===== src/rtl/pcie_axi_read_engine.sv =====
// pcie_axi_read_engine: pipelined PCIe-to-AXI-Lite read engine with in-order completion pairing
module pcie_axi_read_engine #(
    parameter int          AXI_ADDR_WIDTH  = 49,
    parameter int          AXI_DATA_WIDTH  = 64,
    parameter int          MAX_OUTSTANDING = 4,
    parameter logic [63:0] BAR0AXI = 64'h0,
    parameter logic [63:0] BAR1AXI = 64'h0,
    parameter logic [63:0] BAR2AXI = 64'h0,
    parameter logic [63:0] BAR3AXI = 64'h0,
    parameter logic [63:0] BAR4AXI = 64'h0,
    parameter logic [63:0] BAR5AXI = 64'h0,
    parameter int          BAR0SIZE = 12,
    parameter int          BAR1SIZE = 12,
    parameter int          BAR2SIZE = 12,
    parameter int          BAR3SIZE = 12,
    parameter int          BAR4SIZE = 12,
    parameter int          BAR5SIZE = 12
) (
    input  logic                      m_axi_aclk,
    input  logic                      m_axi_areset,
    output logic [AXI_ADDR_WIDTH-1:0] m_axi_araddr,
    output logic [2:0]                m_axi_arprot,
    output logic                      m_axi_arvalid,
    input  logic                      m_axi_arready,
    input  logic [AXI_DATA_WIDTH-1:0] m_axi_rdata,
    input  logic [1:0]                m_axi_rresp,
    input  logic                      m_axi_rvalid,
    output logic                      m_axi_rready,
    input  logic                      mem_req_valid,
    output logic                      mem_req_ready,
    input  logic [2:0]                mem_req_bar_hit,
    input  logic [31:0]               mem_req_pcie_address,
    input  logic [3:0]                mem_req_byte_enable,
    input  logic                      mem_req_write_readn,
    input  logic                      mem_req_phys_func,
    input  logic [63:0]               phy_addr,
    output logic                      cpl_valid,
    input  logic                      cpl_ready,
    output logic [31:0]               cpl_data,
    output logic [3:0]                cpl_byte_enable,
    output logic                      cpl_phys_func,
    output logic [1:0]                cpl_status,
    output logic [4:0]                outstanding_cnt
);
    localparam int AW = AXI_ADDR_WIDTH;
    localparam int PW = MAX_OUTSTANDING > 1 ? $clog2(MAX_OUTSTANDING) : 1;

    typedef struct packed {
        logic       ur;
        logic       lane;
        logic [3:0] be;
        logic       func;
    } meta_t;

    meta_t          fifo_q [MAX_OUTSTANDING];
    meta_t          head;
    logic [PW-1:0]  wptr_q, rptr_q;
    logic [4:0]     cnt_q, cnt_d;
    logic [AW-1:0]  araddr_q, araddr_d;
    logic           arvalid_q, arvalid_d;
    logic           accept, mapped, empty, pop;
    logic [63:0]    bar_base, bar_mask, bar_addr, rdata64;
    int             bar_size;

    function automatic logic [PW-1:0] nxt(input logic [PW-1:0] p);
        return (p == PW'(MAX_OUTSTANDING - 1)) ? '0 : p + 1'b1;
    endfunction

    always_comb begin
        bar_base = mem_req_bar_hit == 3'd0 ? BAR0AXI :
                   mem_req_bar_hit == 3'd1 ? BAR1AXI :
                   mem_req_bar_hit == 3'd2 ? BAR2AXI :
                   mem_req_bar_hit == 3'd3 ? BAR3AXI :
                   mem_req_bar_hit == 3'd4 ? BAR4AXI : BAR5AXI;
        bar_size = mem_req_bar_hit == 3'd0 ? BAR0SIZE :
                   mem_req_bar_hit == 3'd1 ? BAR1SIZE :
                   mem_req_bar_hit == 3'd2 ? BAR2SIZE :
                   mem_req_bar_hit == 3'd3 ? BAR3SIZE :
                   mem_req_bar_hit == 3'd4 ? BAR4SIZE : BAR5SIZE;
        bar_mask = (64'd1 << bar_size) - 64'd1;
        bar_addr = (bar_base & ~bar_mask) | ({32'd0, mem_req_pcie_address} & bar_mask & ~64'd3);
        mapped   = mem_req_bar_hit < 3'd6;
        // A new AR may only load when the AR slot is free or draining this cycle
        mem_req_ready = !m_axi_areset && cnt_q < 5'(MAX_OUTSTANDING) && (!arvalid_q || m_axi_arready);
        accept    = mem_req_valid && mem_req_ready && !mem_req_write_readn;
        arvalid_d = (accept && mapped) ? 1'b1 : (m_axi_arready ? 1'b0 : arvalid_q);
        araddr_d  = (accept && mapped) ? bar_addr[AW-1:0] : araddr_q;
        head      = fifo_q[rptr_q];
        empty     = cnt_q == 5'd0;
        rdata64   = 64'(m_axi_rdata);
        cpl_valid    = !empty && (head.ur || m_axi_rvalid);
        m_axi_rready = !empty && !head.ur && cpl_ready;
        cpl_data     = (empty || head.ur) ? 32'd0 :
                       (AXI_DATA_WIDTH == 64 && head.lane) ? rdata64[63:32] : rdata64[31:0];
        cpl_status   = empty ? 2'b00 : head.ur ? 2'b01 : {m_axi_rresp[1], 1'b0};
        cpl_byte_enable = empty ? 4'd0 : head.be;
        cpl_phys_func   = !empty && head.func;
        pop   = cpl_valid && cpl_ready;
        cnt_d = cnt_q + 5'(accept) - 5'(pop);
    end

    always_ff @(posedge m_axi_aclk) begin
        if (m_axi_areset) begin
            araddr_q  <= '0;
            arvalid_q <= 1'b0;
            wptr_q    <= '0;
            rptr_q    <= '0;
            cnt_q     <= '0;
        end else begin
            araddr_q  <= araddr_d;
            arvalid_q <= arvalid_d;
            wptr_q    <= accept ? nxt(wptr_q) : wptr_q;
            rptr_q    <= pop ? nxt(rptr_q) : rptr_q;
            cnt_q     <= cnt_d;
        end
    end

    always_ff @(posedge m_axi_aclk) begin
        if (accept)
            fifo_q[wptr_q] <= {!mapped, mem_req_pcie_address[2], mem_req_byte_enable, mem_req_phys_func};
    end

    assign m_axi_araddr    = phy_addr[AW-1:0] + araddr_q;
    assign m_axi_arprot    = 3'b000;
    assign m_axi_arvalid   = arvalid_q;
    assign outstanding_cnt = cnt_q;

    logic unused_ok;
    assign unused_ok = &{1'b0, m_axi_rresp[0], phy_addr, bar_addr, rdata64};
endmodule


===== config.mk =====
export PLATFORM = sky130hd
export DESIGN_NAME = pcie_axi_read_engine
export DESIGN_NICKNAME = d
export VERILOG_FILES = /design/src/rtl/pcie_axi_read_engine.sv
export SDC_FILE = /design/constraint.sdc
export NUM_CORES = 1
export LEC_CHECK = 0
export CAP_MARGIN = 20
export CELL_PAD_IN_SITES_DETAIL_PLACEMENT = 0
export CELL_PAD_IN_SITES_GLOBAL_PLACEMENT = 1
export CORE_ASPECT_RATIO = 0.8
export CORE_MARGIN = 2
export CORE_UTILIZATION = 26
export CTS_BUF_LIST = sky130_fd_sc_hd__clkbuf_4 sky130_fd_sc_hd__clkbuf_8 sky130_fd_sc_hd__clkbuf_16
export DETAILED_ROUTE_END_ITERATION = 12
export GPL_ROUTABILITY_DRIVEN = 0
export HOLD_SLACK_MARGIN = 0.12
export PLACE_DENSITY_LB_ADDON = 0.05
export SYNTH_ARGS = -nofsm -noshare
export SYNTH_HDL_FRONTEND = slang
export SYNTH_SLANG_ARGS = --single-unit

===== constraint.sdc =====
create_clock -name m_axi_aclk -period 5.8 [get_ports m_axi_aclk]
set_clock_uncertainty 0.05 [all_clocks]
set_input_delay 1.74 -clock m_axi_aclk [delete_from_list [all_inputs] [get_ports m_axi_aclk]]
set_output_delay 1.74 -clock m_axi_aclk [all_outputs]
set_load 0.05 [all_outputs]

After elaboration in Yosys (flattened, before gate mapping)
Memory sizes are Yosys's and may differ from the RTL's. A register that Yosys moved wholly into a read port is not among the register bits.
Cells that the tools add are included.
{"block": "word_totals", "register_bits": 20, "mem_bits_rw": 28, "inputBits": 177, "output_inout_bits": 100, "elab_cells": 49, "mem_count": 1}
{"name": "fifo_q", "depth": 4, "width": 7, "rd": 1, "rd_clocked_by_memory_dff": 1, "wr": 1, "line": "55", "source": "meta_t fifo_q [MAX_OUTSTANDING];"}
{"block": "classes", "add_sub_neg": 5, "order_cmp": 2, "eq_ne": 2, "n_mux": 13, "n_reduce_logical": 21}
{"cell": "two-way mux 32 bit", "n": 2}
{"cell": "adder 49 x 12 -> 49 bit", "n": 1}
{"cell": "two-way mux 2 bit", "n": 6}
{"cell": "logical AND 1 bit", "n": 10}
{"cell": "zero test 1 bit", "n": 6}
{"cell": "adder 5 x 1 -> 5 bit", "n": 1}
{"cell": "zero test 5 bit", "n": 1}
{"cell": "less-than comparator 5 x 3 -> 1 bit (second input constant)", "n": 1}
{"cell": "subtractor 5 x 1 -> 5 bit", "n": 1}
{"cell": "adder 2 x 1 -> 2 bit (second input constant)", "n": 2}
{"cell": "== test 2 bit (second input constant)", "n": 2}
{"cell": "two-way mux 1 bit", "n": 4}
{"cell": "two-way mux 4 bit", "n": 1}
{"cell": "logical OR 1 bit", "n": 3}
{"cell": "less-than comparator 3 bit (second input constant)", "n": 1}
{"cell": "nonzero test 2 bit", "n": 1}

Logic depth before layout (Yosys ltp)
{"block": "depth", "word_depth": 7, "ltp_mapped": 16, "mapped_depth_nobuf": 16}

Worst setup path before layout
No wires, ideal clock.
{"block": "synth_path", "kind": "input to output", "from": "in phy_addr[2]", "to": "out m_axi_araddr[40]", "arrival_time_ns": 4.131, "required_time_ns": 4.010, "slack_ns": -0.121, "path_stages": 8, "path_buffers": 1, "path_cell_list": "ha_1 -> fa_1 -> a21oi_1 -> o21ai_1 -> a311oi_4 -> buf_6 -> nor4_1 -> xor2_1"}
{"block": "synth_between", "elab_chain_cells": 1}
{"element": "start: declaration", "line": "36", "source": "input logic [63:0] phy_addr,"}
{"element": "adder 49 x 12 -> 49 bit", "line": "123", "source": "assign m_axi_araddr = phy_addr[AW-1:0] + araddr_q;"}
{"element": "end: declaration", "line": "21", "source": "output logic [AXI_ADDR_WIDTH-1:0] m_axi_araddr,"}
Every way passes these cells.

Final worst setup path
{"block": "layout_path", "from": "in phy_addr[2]", "to": "out m_axi_araddr[38]"}
The elaborated chain is that of the path after synthesis.

==> results.py <==
metrics = {
    "layout": {
        "layoutNonFillerInstCount": 915,
        "final_area_mm2": 0.00830,
        "fillers": 1386,
        "area_growth_pct": 100,
        "drive_above_1_share_pct": 28.1,
        "mostFrequentLayoutCells": "clkdlybuf4s50_1 (169), nor2_1 (57), buf_12 (49)",
        "layout_commonest_cell": "clkdlybuf4s50_1",
        "nNetsFinal": 898,
    },
    "floorplan": {
        "core_mm2": 0.0157,
        "rows": 41,
        "ioPinCount": 277,
        "die_area_mm2": 0.0170,
        "initial_core_util_pct": 26.4,
        "fp.dieH_um": 117,
        "die_x_um": 145,
    },
    "critical_path": {
        "critPathArrivalTime_ns": 3.95,
        "reg2reg_depth": 16,
        "critPathMaxFanout": 5,
        "path_delay_family": "buffers and inverters",
        "worst_setup_path_start_kind": "input port",
        "crit_path_end_kind": "primary output",
        "timing.rr.start": "outstanding_cnt[2]",
        "critical_path_class": "in2out",
        "slowest_delay_ns": 0.39,
        "endpoint": "m_axi_araddr[38]",
        "r2r_end": "outstanding_cnt[4]",
        "cp_slowest_cell": "fa_2",
        "rrSetupSlack_ns": 2.55,
        "cp.depth": 12,
        "crit_start": "phy_addr[2]",
        "path_cells": "clkdlybuf4s15_1 > ha_2 > fa_2 > a21oi_4 > o21ai_4 > a311oi_4 > buf_4 > buf_6 > buf_16 > nor4b_4 > xor2_1 > bufbuf_16",
        "cp.required_ns": 4.01,
        "cp_num_buf_inv": 5,
    },
    "sta": {
        "fmax_ghz": 0.174,
        "slew_viol_final": 0,
        "post-route-period-util_pct": 99.0,
        "tightestPinTransition_ns": 1.01,
        "rsz0062_at_grt": "no",
        "relSlewSlack_pct": 32.4,
        "fin_crit_ns": 5.74,
        "finalSetupViolCount": 0,
        "hold_viol_final": 0,
    },
    "synth": {
        "synth_area_leaders": "edfxtp_1 (20%), dfxtp_1 (11%), mux2i_1 (10%)",
        "ys_async_sr_fraction_pct": 0,
        "syn_inst": 425,
        "synth_area_per_cell_um2": 9.77,
        "synth_edf_count": 28,
        "synth_flop_cell": "edfxtp_1",
        "synth_top_area_share_pct": 20.3,
        "synth_cell_type_count": 58,
        "ys_seq_area_share_pct": 30.9,
        "yosys_register_bits": 50,
        "synth_area_mm2": 0.00415,
        "yosysTopAreaCell": "edfxtp_1",
        "yosys_warnings": 0,
    },
    "clock_tree": {
        "cts_tree": "done",
        "cts_made_buffers": 5,
        "htree_num_levels": 2,
        "root_buffer": "clkbuf_16",
        "postCtsHoldBufs": 0,
        "worstSkewPairLatency_ns": 0.28,
        "clock-sinks": 50,
        "clkTransAtPathRegs_ns": 0.06,
        "clock_path_buffers": 2,
    },
    "placed_design": {
        "port-buffer-count": 230,
        "place_hpwl_um": 12200,
        "placed_area_mm2": 0.00761,
        "dp_cells": 899,
    },
    "route": {
        "dr_total_vias": 4177,
        "drt-wirelength-per-cell_um": 16.8,
        "first_iter_violations": 130,
        "viasPerCell": 4.57,
        "ant_nets": 0,
        "drt-total-wl_um": 15400,
        "firstDrtPassIters": 4,
        "drc": 0,
    },
    "global_route": {
        "grt_util_all_layers_pct": 17.4,
        "overflow": 0,
        "antenna_found_initial": 1,
        "grt_pass1_vias": 4149,
        "grt_pass1_wl_um": 23300,
        "grt_max_degree": 33,
    },
    "power_and_ir_drop": {
        "ir_drop_uv": 177,
        "p_per_area_mw_per_mm2": 271,
        "power.total_mw": 2.25,
        "p_leak_nw": 3.39,
    },
    "run": {
        "maxCapViolations": 0,
    },
    "worst_hold_path": {
        "hp-class": "reg2reg",
    },
    "run_status": {
        "outcome": "complete, no violations",
    },
}
metrics by stage:
| stage | util (%) | setup TNS (ns) | hold slack (ns) | setup WS [ns] |
|---|---|---|---|---|
| 5_1_grt | 52.9 | 0 | 0.485 | 0.00832 |
| 3_5_place_dp | 48.5 | -4.86 | 0.431 | -0.278 |
| 3_3_place_gp | 48.3 | -4.47 | 0.415 | -0.248 |
| 6_report | 52.9 | 0 | 0.437 | 0.0570 |
| 2_1_floorplan | - | 0 | 0.404 | 0.00500 |
| 4_1_cts | 52.4 | 0 | 0.443 | 0.0182 |
flip-flops by register name, indices dropped and copies added, names as in the netlist, named ones only:
signal and flops:
fifo_q 28, araddr_q 10, outstanding_cnt 5, rptr_q 2
wptr_q 2, m_axi_arvalid 1
Yosys cell counts (all sizes together), types with 3 or more instances:
cell and count:
edfxtp 28, a2111oi 6, xor2 39, a21oi 21, xnor2 8, buf 19
nor2 60, mux4 7, mux2i 42, or3 3, ha 22, nor4 9
a211oi 5, nor4b 6, clkbuf 4, nand2 26, nand3 9, and2 13
nor2b 5, and3 6, dfxtp 22, nand4 13, nor3 8, inv 20
o21ai 4
area by class of cell:
class | instances | area (µm²) | share of cell area, %
Tap cell | 215 | 269 | 3.24
Inverter | 20 | 75.1 | 0.904
Multi-Input combinational cell | 333 | 3160 | 38.1
Clock buffer | 5 | 125 | 1.51
Clock inverter | 3 | 20.0 | 0.241
Timing Repair Buffer | 287 | 3370 | 40.5
Sequential cell | 50 | 1280 | 15.4
Antenna cell | 2 | 5.00 | 0.0603
where the power goes:
part	switching, mW	internal [mW]	leakage (nW)
clock network	0.124	0.160	0.0679
registers	0.0337	0.404	0.432
logic	0.916	0.614	2.89
how the worst min path moves through the flow:
stage / start / to / depth (start not counted)
floorplan: rptr_q[1] / register / 2
global placement: rptr_q[1] / rptr_q[1] / 2
detailed placement: rptr_q[1] / register / 2
CTS: rptr_q[1] / rptr_q[1] / 2
global route: rptr_q[0] / rptr_q[0] / 2
finish: rptr_q[1] / rptr_q[1] / 2
layer usage:
metal	wire, µm	track usage (%)	up-vias
li1	-	-	2053
met1	6550	21.7	1983
met2	7880	30.8	131
met3	754	3.64	10
met4	224	5.10	0
met5	0	0	-
cell families after synthesis:
group	Yosys count	synth area share, %
buffers and inverters	44	5.24
AND/OR/NAND/NOR	162	21.8
other	1	0.0903
flip-flops	50	30.9
XOR/XNOR	47	9.92
multiplexers	49	13.9
adder cells (fa/ha/maj)	24	7.59
AO/OA/AOI/OAI	48	10.5
worst min-delay path: stages (launching register included):
cell and delay, ns:
dfxtp_1 0.32, nand2_1 0.05, a21oi_1 0.07
repair_timing:
action	CTS	global route
setup buffers	5	1
pin swaps	19	8
endpoints found under the setup margin	29	19
cloned	3	0
resized for setup	62	11
hold endpoints to repair	0	0
No activity file was read; power rests on OpenSTA's default activity.
